File: config.mk
export PLATFORM = sky130hd
export DESIGN_NAME = prince_sbox_sched
export DESIGN_NICKNAME = d
export VERILOG_FILES = /design/src/rtl/prince_sched_pkg.sv /design/src/rtl/prince_sbox_tagpipe.sv /design/src/rtl/prince_sbox_sched.sv
export SDC_FILE = /design/constraint.sdc
export NUM_CORES = 1
export LEC_CHECK = 0
export BUFFER_PORTS_ARGS = -buffer_cell sky130_fd_sc_hd__buf_2
export CAP_MARGIN = 5
export CORE_MARGIN = 2
export CORE_UTILIZATION = 40
export CTS_CLUSTER_SIZE = 14
export DETAILED_ROUTE_END_ITERATION = 10
export PLACE_DENSITY = 0.67
export SLEW_MARGIN = 30
export SYNTH_ARGS = -nofsm -noshare
export SYNTH_HDL_FRONTEND = slang
export SYNTH_SLANG_ARGS = --single-unit
File: constraint.sdc
create_clock -name clk -period 2.1 [get_ports clk]
set_clock_uncertainty 0.1 [all_clocks]
set_input_delay 0.21 -clock clk [delete_from_list [all_inputs] [get_ports clk]]
set_output_delay 0.21 -clock clk [all_outputs]
set_load 0.05 [all_outputs]
File: src/rtl/prince_sched_pkg.sv
// rtl/prince_sched_pkg.sv - shared states, constants and types for the PRINCE S-box scheduler
package prince_sched_pkg;

    localparam int SB_LAT = 6;
    localparam int NIB    = 16;
    localparam int RW     = 38;

    typedef logic [3:0] nib_idx_t;

    typedef enum logic [2:0] {
        ST_IDLE,
        ST_RUN,
        ST_DRAIN,
        ST_DONE,
        ST_ABORT
    } state_t;

endpackage

File: src/rtl/prince_sbox_tagpipe.sv
// rtl/prince_sbox_tagpipe.sv - {valid, tag} shift register shadowing the S-box pipeline
module prince_sbox_tagpipe #(
    parameter int DEPTH = 6
) (
    input  logic       clk,
    input  logic       rst,
    input  logic       push_valid,
    input  logic [3:0] push_tag,
    output logic       tail_valid,
    output logic [3:0] tail_tag,
    output logic       occupied,
    output logic       pending
);

    logic [DEPTH-1:0] valid_q;
    logic [3:0]       tag_q [DEPTH];

    always_ff @(posedge clk) begin
        if (rst) begin
            valid_q <= '0;
            for (int i = 0; i < DEPTH; i++) begin
                tag_q[i] <= 4'd0;
            end
        end else begin
            valid_q  <= {valid_q[DEPTH-2:0], push_valid};
            tag_q[0] <= push_tag;
            for (int i = 1; i < DEPTH; i++) begin
                tag_q[i] <= tag_q[i-1];
            end
        end
    end

    assign tail_valid = valid_q[DEPTH-1];
    assign tail_tag   = tag_q[DEPTH-1];
    assign occupied   = |valid_q;
    // Entries behind the tail; when clear and nothing is pushed, the pipe is empty after this edge.
    assign pending    = |valid_q[DEPTH-2:0];

endmodule

File: src/rtl/prince_sbox_sched.sv
// rtl/prince_sbox_sched.sv - nibble-serial issue/capture scheduler for one shared masked inverse S-box
module prince_sbox_sched #(
    parameter int SB_LAT = prince_sched_pkg::SB_LAT,
    parameter int NIB    = prince_sched_pkg::NIB,
    parameter int RW     = prince_sched_pkg::RW
) (
    input  logic          clk,
    input  logic          rst,
    input  logic          start,
    input  logic [63:0]   in_s1,
    input  logic [63:0]   in_s2,
    input  logic [63:0]   in_s3,
    output logic          busy,
    output logic          done,
    output logic          err,
    output logic [63:0]   out_s1,
    output logic [63:0]   out_s2,
    output logic [63:0]   out_s3,
    input  logic [RW-1:0] rnd,
    input  logic          rnd_valid,
    output logic          rnd_ready,
    output logic [3:0]    sb_in1,
    output logic [3:0]    sb_in2,
    output logic [3:0]    sb_in3,
    output logic [RW-1:0] sb_r,
    input  logic [3:0]    sb_out1,
    input  logic [3:0]    sb_out2,
    input  logic [3:0]    sb_out3
);

    import prince_sched_pkg::*;

    state_t      state_q, state_d;
    logic [63:0] sh1_q, sh2_q, sh3_q;
    logic [63:0] out1_q, out2_q, out3_q;
    nib_idx_t    k_q;
    logic        err_q;

    logic        issue;
    logic        starve;
    logic        tail_valid;
    logic [3:0]  tail_tag;
    logic        occupied;
    logic        pending;

    prince_sbox_tagpipe #(
        .DEPTH(SB_LAT)
    ) u_tagpipe (
        .clk        (clk),
        .rst        (rst),
        .push_valid (issue),
        .push_tag   (k_q),
        .tail_valid (tail_valid),
        .tail_tag   (tail_tag),
        .occupied   (occupied),
        .pending    (pending)
    );

    assign issue  = (state_q == ST_RUN) && rnd_valid;
    assign starve = ((state_q == ST_RUN) || (state_q == ST_DRAIN)) && !rnd_valid && occupied;

    // DRAIN and ABORT leave as the last entry is captured, so DONE sees an empty pipe.
    always_comb begin
        state_d = state_q;
        case (state_q)
            ST_IDLE:  if (start) state_d = ST_RUN;
            ST_RUN: begin
                if (starve)                               state_d = ST_ABORT;
                else if (issue && (k_q == 4'(NIB - 1)))   state_d = ST_DRAIN;
            end
            ST_DRAIN: begin
                if (starve)        state_d = ST_ABORT;
                else if (!pending) state_d = ST_DONE;
            end
            ST_DONE:  state_d = ST_IDLE;
            ST_ABORT: if (!pending) state_d = ST_DONE;
            default:  state_d = ST_IDLE;
        endcase
    end

    always_ff @(posedge clk) begin
        if (rst) begin
            state_q <= ST_IDLE;
            k_q     <= 4'd0;
            err_q   <= 1'b0;
            sh1_q   <= '0;
            sh2_q   <= '0;
            sh3_q   <= '0;
            out1_q  <= '0;
            out2_q  <= '0;
            out3_q  <= '0;
        end else begin
            state_q <= state_d;
            case (state_q)
                ST_IDLE: begin
                    if (start) begin
                        sh1_q  <= in_s1;
                        sh2_q  <= in_s2;
                        sh3_q  <= in_s3;
                        out1_q <= '0;
                        out2_q <= '0;
                        out3_q <= '0;
                        err_q  <= 1'b0;
                        k_q    <= 4'd0;
                    end
                end
                ST_RUN: if (issue) k_q <= k_q + 4'd1;
                ST_ABORT: begin
                    out1_q <= '0;
                    out2_q <= '0;
                    out3_q <= '0;
                    if (!pending) err_q <= 1'b1;
                end
                default: ;
            endcase
            if (tail_valid && (state_q != ST_ABORT)) begin
                out1_q[{tail_tag, 2'b00} +: 4] <= sb_out1;
                out2_q[{tail_tag, 2'b00} +: 4] <= sb_out2;
                out3_q[{tail_tag, 2'b00} +: 4] <= sb_out3;
            end
        end
    end

    assign busy      = (state_q == ST_RUN) || (state_q == ST_DRAIN) || (state_q == ST_ABORT);
    assign done      = (state_q == ST_DONE);
    assign err       = err_q;
    assign out_s1    = out1_q;
    assign out_s2    = out2_q;
    assign out_s3    = out3_q;
    assign rnd_ready = busy && rnd_valid && (issue || occupied);
    assign sb_r      = rnd_ready ? rnd : '0;
    assign sb_in1    = issue ? sh1_q[{k_q, 2'b00} +: 4] : 4'd0;
    assign sb_in2    = issue ? sh2_q[{k_q, 2'b00} +: 4] : 4'd0;
    assign sb_in3    = issue ? sh3_q[{k_q, 2'b00} +: 4] : 4'd0;

endmodule

==> results of run 1 <==
cell type report:
cell class	count	area, sq um
diodes	3	7.507
clock buffers	71	1376
clock inverters	12	175.2
fillers	3208	16250
inverters	3	11.26
multi-input cells	1311	8382
flip-flops and latches	422	8468
well taps	539	674.4
repair buffers	811	6513
logic make-up (layout without fill, tap and decap cells):
logic type / Yosys count / in the layout / synth area share [%]
buf+inv: 155 / 897 / 4.154
simple gates: 779 / 779 / 19.86
flops: 422 / 422 / 49.82
mux: 192 / 192 / 14.87
fa+ha+maj: 4 / 4 / 0.2951
other cells: 0 / 3 / 0
compound gates: 324 / 331 / 10.74
xor+xnor: 5 / 5 / 0.2582
registers in the layout (all words and copies together), names as in the netlist:
| name | count |
|---|---|
| err | 1 |
| state_q | 3 |
| out_s2 | 64 |
| u_tagpipe.tag_q | 24 |
| out_s1 | 64 |
| sh3_q | 64 |
| k_q | 4 |
| out_s3 | 64 |
| u_tagpipe.valid_q | 6 |
| sh2_q | 64 |
| sh1_q | 64 |
per-layer routing:
layer,GRT usage (%),up-vias,routed length [microns]
met1,32.83,8105,24060
met4,13.79,0,2986
met3,5.372,213,5262
li1,-,7803,-
met5,0,-,0
met2,47.02,982,30950
where the power goes:
part	internal [uW]	total [uW]	switching [uW]	leakage, uW
Sequential	8610	8990	384	0.00343
Combinational	2510	5610	3100	0.00648
Clock	5000	8270	3270	0.000751
Total	16100	22900	6750	0.0107
cells in the mapped netlist, drive strengths merged, types with 2 or more instances:
cell type,count,share of area [%]
nand2,606,13
dfxtp,422,50
a21oi,214,6.3
mux2i,144,8.5
clkbuf,96,2.1
buf,56,2.0
mux4,48,6.4
nor2b,46,1.7
and2,39,1.4
o21ai,38,1.1
o211ai,36,1.6
a22oi,24,1.1
nand3,17,0.50
nor2,15,0.33
nand2b,14,0.52
nor3,8,0.24
nor3b,7,0.34
or2,6,0.22
ha,4,0.30
nand4,4,0.15
xor2,4,0.21
inv,3,0.066
nand3b,3,0.13
nor4,3,0.18
o21a,3,0.13
or3b,3,0.15
nor4b,2,0.14
worst max-delay path, cell delays in order, from the launching register on:
cell and delay, ps:
dfxtp_4 380, buf_8 140, buf_12 140, mux4_2 550, a22oi_2 200, nand2_2 90, buf_8 160
through the flow:
stage          setup WS [ps]  TNS, ps  total power [uW]  cells
2_1_floorplan         -106.3    -2750             11770   1881
3_3_place_gp           14.12        0             13110   2844
3_5_place_dp          -94.66    -3034             13200   2844
4_1_cts               -480.5   -20190             22520   3159
5_1_grt               -516.6   -23510             23690   3170
6_report              -448.6   -20490             22870   3172
worst paths after layout:
| path | from | slack (ps) | end |
|---|---|---|---|
| setup reg to reg | u_tagpipe.tag_q[0][21]$_SDFF_PP0_ | 70 | out_s1[55]$_SDFF_PP0_ |
| setup / recovery | k_q[0]$_SDFFE_PP0P_ | -450 | sb_in2[1] |
| hold reg to reg | u_tagpipe.tag_q[0][5]$_SDFF_PP0_ | 330 | u_tagpipe.tag_q[0][9]$_SDFF_PP0_ |
| hold / removal | rnd_valid | 210 | u_tagpipe.valid_q[0]$_SDFF_PP0_ |
timing repair:
action                     4_1_cts  5_1_grt
buffers inserted                18        6
gates resized for setup        204       32
pin swaps                       49       24
hold buffers                   206        0
cloned                           8        4
hold endpoints to repair       205        0
setup endpoints to repair       54       71
==> metrics.csv, run 1 <==
stage,metric,value,unit
outcome,status,finished with violations,
floorplan,initial_utilization,40.52,%
power,p_leak,0.01066,uW
floorplan,rows,75,
clocking,htreeDepth,2,
worst_setup_path,cp-end-kind,output pin,
routing,num_vias,17100,
sta,hold_viol,0,
clocking,worstSkewPairLatency,570,ps
logic_synthesis,synth-edff-count,0,
floorplan,io-pin-count,492,
sta,hold_slack,213.4,ps
power,pwr_density_cell,893.0,nW/um^2
sta,finalSetupViolCount,52,
layout,final_common_cell,nand2_1,
layout,final_cell_mix,"nand2_1, buf_2, dfxtp_1",
floorplan,core,41850,sq um
clocking,cts_tree,yes,
logic_synthesis,synth_seq_area_share,49.82,%
routing,avgRoutedWirePerCell,19.95,microns
worst_setup_path,required,1790,ps
grt,grt_pass1_wl,94810,microns
placement,numPortBuffers,491,
logic_synthesis,ys_ff_latch,422,
logic_synthesis,synth_flop_cell,dfxtp_1,
layout,fin_util,61.18,%
logic_synthesis,syn_area,16960,sq um
outcome,violations,setup timing,
worst_setup_path,cp-start-kind,flop,
routing,firstDrtPassIters,6,
placement,dp_hpwl,39330,microns
worst_setup_path,cp.arrival,2240,ps
logic_synthesis,synth.distinct_cells,53,
sta,timing.final.max_slew_violations,0,
grt,track_usage,27.42,%
clocking,cts_buffers,46,
clocking,cts-root-buf,clkbuf_16,
layout,final_nets,2845,
grt,grt_pass1_vias,16970,
grt,grt_max_degree,72,
clocking,clock_sinks,422,
worst_setup_path,crit_fanout,7,
sta,fmax,392.4,MHz
placement,placed_area,20640,sq um
sta,tightest_slew,659.7,ps
flow_run,timing.max_cap.violations,0,
worst_hold_path,whs_path_depth,4,
power,peakVddDrop,644.8,uV
grt,grt_antenna_before_repair,1,
sta,post-route-min-period,2549,ps
worst_setup_path,reg2regPathDepth,7,
clocking,clk_pin_slew,60,ps
logic_synthesis,synthesis.nets,2131,
logic_synthesis,syn_inst,1881,
grt,grt-ovfl-total,0,
floorplan,die_w,209.9,microns
routing,drtAntennaViolNets,0,
logic_synthesis,synth_area_per_cell,9.015,sq um
clocking,clockBufferDepth,3,
sta,slew_headroom,55.93,%
sta,rsz0062_at_grt,yes,
sta,fin_ws,-448.6,ps
routing,drc,0,
layout,drive_above_1_share,32.17,%
worst_setup_path,worstSetupPathType,reg2out,
placement,gp_congestion,0.8735,
floorplan,die_y,209.9,microns
routing,drtIter0Drc,1393,
layout,design_area,25610,sq um
floorplan,die_area,44060,sq um
worst_hold_path,hold_class,in2reg,
sta,final.period_utilization,121.4,%
logic_synthesis,async_reset_ff_share,0,%
layout,syn2layout_area_growth,51.01,%
logic_synthesis,ys_warn_count,0,
routing,viasPerCell,5.392,
routing,wl,63270,microns
Power figures use the tool's default switching activity.
==> inputs of run 2 (changes only) <==
- REMOVE_ABC_BUFFERS: unset -> 1
==> run 2 against run 1 <==
- the run still ends with setup timing left
- design area is 1.7% lower
- register-to-register slack hardly changed
- sequential power hardly changed
- critical path depth stayed put
- global-route usage is 1.2 points lower
- via count is 1.6% lower
- power is 2.7% lower
==> metrics.csv, run 2 (same netlist as run 1, synthesis figures left out) <==
stage,metric,value,unit,change
placement,post-place-ws,-63.10,ps,+31.57 ps
routing,drtIter0Drc,1435,,+3.0%
clocking,cts_buffers,45,,-2.2%
sta,finalSetupViolCount,51,,-1.9%
layout,diodes,0,,-3
outcome,violations,setup timing,,
routing,num_vias,16820,,-1.6%
layout,final_cells,3155,,-0.54%
grt,grt_pass1_vias,16680,,-1.7%
outcome,status,finished with violations,,
placement,gp_congestion,0.8656,,-0.90%
power,p_leak,0.01054,uW,-1.2%
clocking,clockBufferDepth,3,,unchanged
placement,numPortBuffers,491,,unchanged
routing,viasPerCell,5.332,,-1.1%
clocking,clk_pin_slew,60,ps,about the same
worst_hold_path,hold_class,in2reg,,
clocking,cts_tree,yes,,
clocking,cts-root-buf,clkbuf_16,,
sta,timing.final.max_slew_violations,0,,unchanged
sta,rsz0062_at_grt,yes,,
worst_setup_path,worstSetupPathType,reg2out,,
floorplan,die_w,209.9,microns,unchanged
worst_setup_path,cp-start-kind,flop,,
sta,setup_tns,-20720,ps,-224.4 ps
layout,register_area,8464,sq um,about the same
layout,final_common_cell,nand2_1,,
sta,post-route-min-period,2577,ps,+28.41 ps
power,fin_total_pwr,22250,uW,-2.7%
floorplan,rows,75,,unchanged
worst_setup_path,crit_buf_inv,3,,unchanged
worst_setup_path,crit_top_cell,buf_12,,
floorplan,io-pin-count,492,,unchanged
clocking,clock_sinks,422,,unchanged
sta,slew_headroom,55.75,%,-0.18 points
sta,hold_viol,0,,unchanged
grt,grt_max_degree,104,,+44%
routing,drtAntennaViolNets,0,,unchanged
sta,final.period_utilization,122.7,%,+1.4 points
grt,grt_pass1_wl,91520,microns,-3.5%
worst_setup_path,cp-end-kind,output pin,,
worst_setup_path,path_cells,"buf_12, buf_8, mux4_2, a22oi_2, nand2_2, buf_12",,
layout,final_nets,2832,,-0.46%
power,peakVddDrop,695.9,uV,+7.9%
worst_setup_path,cp_slowest_cell,mux4_2,,
worst_setup_path,critPathTopFamily,multiplexers,,
worst_setup_path,cp.arrival,2270,ps,+30 ps
floorplan,die_y,209.9,microns,unchanged
layout,fin_util,60.15,%,-1.0 points
clocking,worstSkewPairLatency,560,ps,about the same
layout,drive_above_1_share,31.46,%,-0.71 points
grt,grt-ovfl-total,0,,unchanged
routing,firstDrtPassIters,7,,+1
floorplan,initial_utilization,40.52,%,unchanged
flow_run,timing.max_cap.violations,0,,unchanged
routing,drc,0,,unchanged
floorplan,core,41850,sq um,unchanged
layout,n_fill_cell,3338,,+4.1%
power,pwr_density_cell,884.0,nW/um^2,-1.0%
worst_setup_path,max_stage_delay,510,ps,-40 ps
sta,tightest_slew,662.5,ps,+2.732 ps
grt,grt_antenna_before_repair,0,,-1
routing,wl,61150,microns,-3.3%
sta,fmax,388.1,MHz,-1.1%
sta,fin_ws,-477.0,ps,-28.41 ps
worst_setup_path,required,1790,ps,about the same
placement,dp.cells,2840,,-0.14%
layout,syn2layout_area_growth,48.45,%,
floorplan,die_area,44060,sq um,unchanged
placement,dp_hpwl,37460,microns,-4.8%
layout,multi_input_area,8177,sq um,-2.4%
routing,avgRoutedWirePerCell,19.38,microns,-2.8%
clocking,htreeDepth,2,,unchanged
grt,track_usage,26.18,%,-1.2 points
worst_setup_path,crit_fanout,5,,-2
layout,final_cell_mix,"nand2_1, buf_2, dfxtp_1",,
run 2: where the power goes:
part	switching, uW	internal (uW)	leakage (uW)
clock	3290	4760	0.000730
sequential	360	8610	0.00343
combinational	2920	2310	0.00638
total	6570	15700	0.0105
run 2: area by class of cell:
cell class / instances / share of cell area, %
Clock buffer: 66 / 5.274
Clock inverter: 15 / 0.6710
Inverter: 3 / 0.04473
Multi-Input combinational cell: 1304 / 32.48
Sequential cell: 422 / 33.62
Tap cell: 539 / 2.679
Timing Repair Buffer: 806 / 25.22
run 2: metrics by stage:
step                hold WS [ps]  instance area (sq um)
global route               94.13                  25170
CTS                        18.45                  24800
finish                     90.28                  25170
floorplan                  179.1                  16260
global placement           318.9                  20500
detailed placement         321.2                  20500
run 2: worst register-to-register path, cell delays in order (launching register included):
cell     delay [ps]
dfxtp_4         360
buf_4           180
or2_2           340
a21oi_4         180
buf_12          220
buf_16          240
nand2_1         130
mux2i_1         170
run 2: worst paths after layout:
check,start,endpoint,slack [ps],depth (start not counted)
min,rnd_valid,state_q[2]$_SDFFE_PP0P_,90,4
max reg2reg,state_q[2]$_SDFFE_PP0P_,out_s1[4]$_SDFF_PP0_,80,7
min reg2reg,u_tagpipe.tag_q[0][4]$_SDFF_PP0_,u_tagpipe.tag_q[0][8]$_SDFF_PP0_,330,1
max,k_q[0]$_SDFFE_PP0P_,sb_in2[2],-480,6
run 2: layer usage:
metal	wire, microns	GRT usage [%]
met1	24480	32.60
met2	29490	45.09
met3	4700	4.968
met4	2474	9.782
met5	0	0
run 2: repair_timing:
item | CTS | global route
gates resized for setup | 144 | 78
pin swaps | 16 | 29
setup buffers | 14 | 5
endpoints found under the hold margin | 216 | 0
setup endpoints to repair | 67 | 119
hold buffers | 207 | 0
cloned | 4 | 5
==> inputs of run 3 (changes only) <==
- PLACE_DENSITY: 0.67 -> unset
- clock period: 2.1 -> 3.2 ns (I/O delays scaled with it)
==> run 3 against run 2 <==
- the flow now finishes without violations
- register-to-register slack gained 310 ps
- sequential share of layout area grew 2.3 points
- non-clock buffer count shrank 66
- first-iteration DRC count shrank 19%
- combinational power shrank 49%
- clock power shrank 35%
- cell count shrank 2.1%
- power shrank 38%
- hold slack gained 2.2 ps
- via count shrank 5.6%
- global-route usage shrank 1.8 points
==> metrics.csv, run 3 (same netlist as run 1, synthesis figures left out) <==
stage,metric,value,unit,change
grt,grt_antenna_before_repair,3,,+3
grt,grt-ovfl-total,0,,unchanged
worst_hold_path,hold_class,in2reg,,
power,pwr_density_cell,586.3,nW/um^2,-34%
routing,avgRoutedWirePerCell,17.94,microns,-7.4%
worst_hold_path,worstHoldStart,start,,
worst_setup_path,cp-start-kind,flop,,
routing,wl,55450,microns,-9.3%
grt,top_usage_layer,met2,,
worst_setup_path,rr_endpoint,out_s1[26]$_SDFF_PP0_,,
power,fin_total_pwr,13790,uW,-38%
floorplan,die_area,44060,sq um,unchanged
worst_setup_path,crit_fanout,9,,+4
placement,post-place-ws,404.7,ps,+467.8 ps
sta,hold_slack,92.47,ps,+2.183 ps
placement,numPortBuffers,491,,unchanged
sta,fmax,335.0,MHz,
layout,fin_util,56.19,%,-4.0 points
clocking,htreeDepth,2,,unchanged
grt,grt_max_degree,99,,-4.8%
floorplan,initial_utilization,40.52,%,unchanged
layout,drive_above_1_share,26.73,%,-4.7 points
grt,met1_usage,32.16,%,-0.43 points
worst_setup_path,worstSetupPathType,reg2out,,
worst_setup_path,reg2regPathDepth,6,,-1
floorplan,io-pin-count,492,,unchanged
routing,firstDrtPassIters,6,,-1
power,p_leak,0.009931,uW,-5.7%
sta,tightest_slew,907.4,ps,+245.0 ps
routing,num_vias,15870,,-5.6%
worst_setup_path,cp.arrival,2560,ps,+290 ps
layout,final_nets,2766,,-2.3%
outcome,status,"complete, no violations",,
grt,use_met3,4.220,%,-0.75 points
sta,final.period_utilization,93.28,%,
clocking,cts_buffers,45,,unchanged
sta,timing.final.max_slew_violations,0,,unchanged
floorplan,die_y,209.9,microns,unchanged
clocking,clock_sinks,422,,unchanged
grt,grt_pass1_wl,85700,microns,-6.4%
clocking,clk_pin_slew,60,ps,about the same
sta,rsz0062_at_grt,no,,
floorplan,die_w,209.9,microns,unchanged
power,peakVddDrop,390.9,uV,-44%
placement,dp_hpwl,36720,microns,-2.0%
flow_run,timing.max_cap.violations,0,,unchanged
grt,track_usage,24.34,%,-1.8 points
routing,drc,0,,unchanged
worst_setup_path,required,2780,ps,+990 ps
worst_hold_path,whs_path_depth,4,,unchanged
sta,finalSetupViolCount,0,,-100%
sta,hold_viol,0,,unchanged
grt,grtUsageMet2,40.39,%,-4.7 points
floorplan,rows,75,,unchanged
sta,slew_headroom,39.44,%,-16 points
sta,post-route-min-period,2985,ps,
sta,fin_ws,215.1,ps,+692.1 ps
clocking,worstSkewPairLatency,570,ps,about the same
placement,gp_congestion,0.8340,,-3.7%
routing,viasPerCell,5.137,,-3.7%
clocking,cts_tree,yes,,
routing,drtIter0Drc,1156,,-19%
clocking,clockBufferDepth,3,,unchanged
worst_setup_path,regToRegStartpoint,u_tagpipe.tag_q[0][20]$_SDFF_PP0_,,
floorplan,core,41850,sq um,unchanged
layout,final_common_cell,nand2_1,,
grt,grt_pass1_vias,15690,,-5.9%
layout,final_cell_mix,"nand2_1, buf_2, dfxtp_1",,
worst_setup_path,cp-end-kind,output pin,,
layout,syn2layout_area_growth,38.67,%,
sta,setup_tns,0,ps,"+20,720 ps"
clocking,cts-root-buf,clkbuf_16,,
worst_hold_path,holdPathEnd,state_q[1]$_SDFFE_PP0P_,,
worst_setup_path,r2r_slack,390,ps,+310 ps
routing,drtAntennaViolNets,0,,unchanged
run 3: changes by cell type in the layout (fill, tap and decap cells not counted), sizes merged:
cell	before	now
buf	595	535
clkbuf	70	68
clkinv	6	8
clkinvlp	3	1
diode	0	3
dlygate4sd3	207	204
inv	6	3
run 3: report_power, final:
group / switching (uW) / total, uW / internal, uW
Sequential: 233 / 5880 / 5650
Clock: 2120 / 5220 / 3100
Combinational: 1650 / 2690 / 1050
run 3: cell type report:
type	count	area, sq um
antenna	3	7.507
clock buffer	67	1329
clock inverter	12	141.4
fill	3671	18340
inverter	3	11.26
multi-input combinational	1304	7893
sequential	422	8456
tap	539	674.4
timing repair buffer	740	5004
run 3: stage by stage:
| step | cells | area [sq um] |
|---|---|---|
| CTS | 3086 | 23450 |
| floorplan | 1729 | 16260 |
| global placement | 2803 | 19940 |
| global route | 3090 | 23520 |
| detailed placement | 2803 | 19940 |
| finish | 3090 | 23520 |
run 3: worst max path at each step:
stage,from,endpoint,slack [ps],cells after the start
after floorplan,state_q[2]$_SDFFE_PP0P_,sh1_q[0]$_SDFFE_PP0P_,-5400,3
after global placement,k_q[0]$_SDFFE_PP0P_,sb_in1[1],580,5
after detailed placement,u_tagpipe.tag_q[0][20]$_SDFF_PP0_,out_s1[26]$_SDFF_PP0_,400,6
after CTS,state_q[2]$_SDFFE_PP0P_,sb_r[23],1,5
after global routing,state_q[0]$_SDFFE_PP0P_,sb_in2[0],70,6
final,state_q[1]$_SDFFE_PP0P_,sb_in1[0],220,6
run 3: timing repair:
item / CTS / global route
hold endpoints to repair: 204 / 0
hold buffers: 204 / 0
resized for setup: 0 / 6
buffers inserted: 0 / 1
setup endpoints to repair: 0 / 51
run 3: metal layers:
metal	part of all wire [%]	wire (microns)
met5	0	0
met4	2.8	1569
met3	6.3	3467
met2	47	26320
met1	43	24080
run 3: critical path: stages (launching register included):
cell       delay, ps
dfxtp_1          400
nand4bb_2        450
nor3b_2          400
buf_4            270
a22oi_1           90
nand2_1          110
buf_2            280
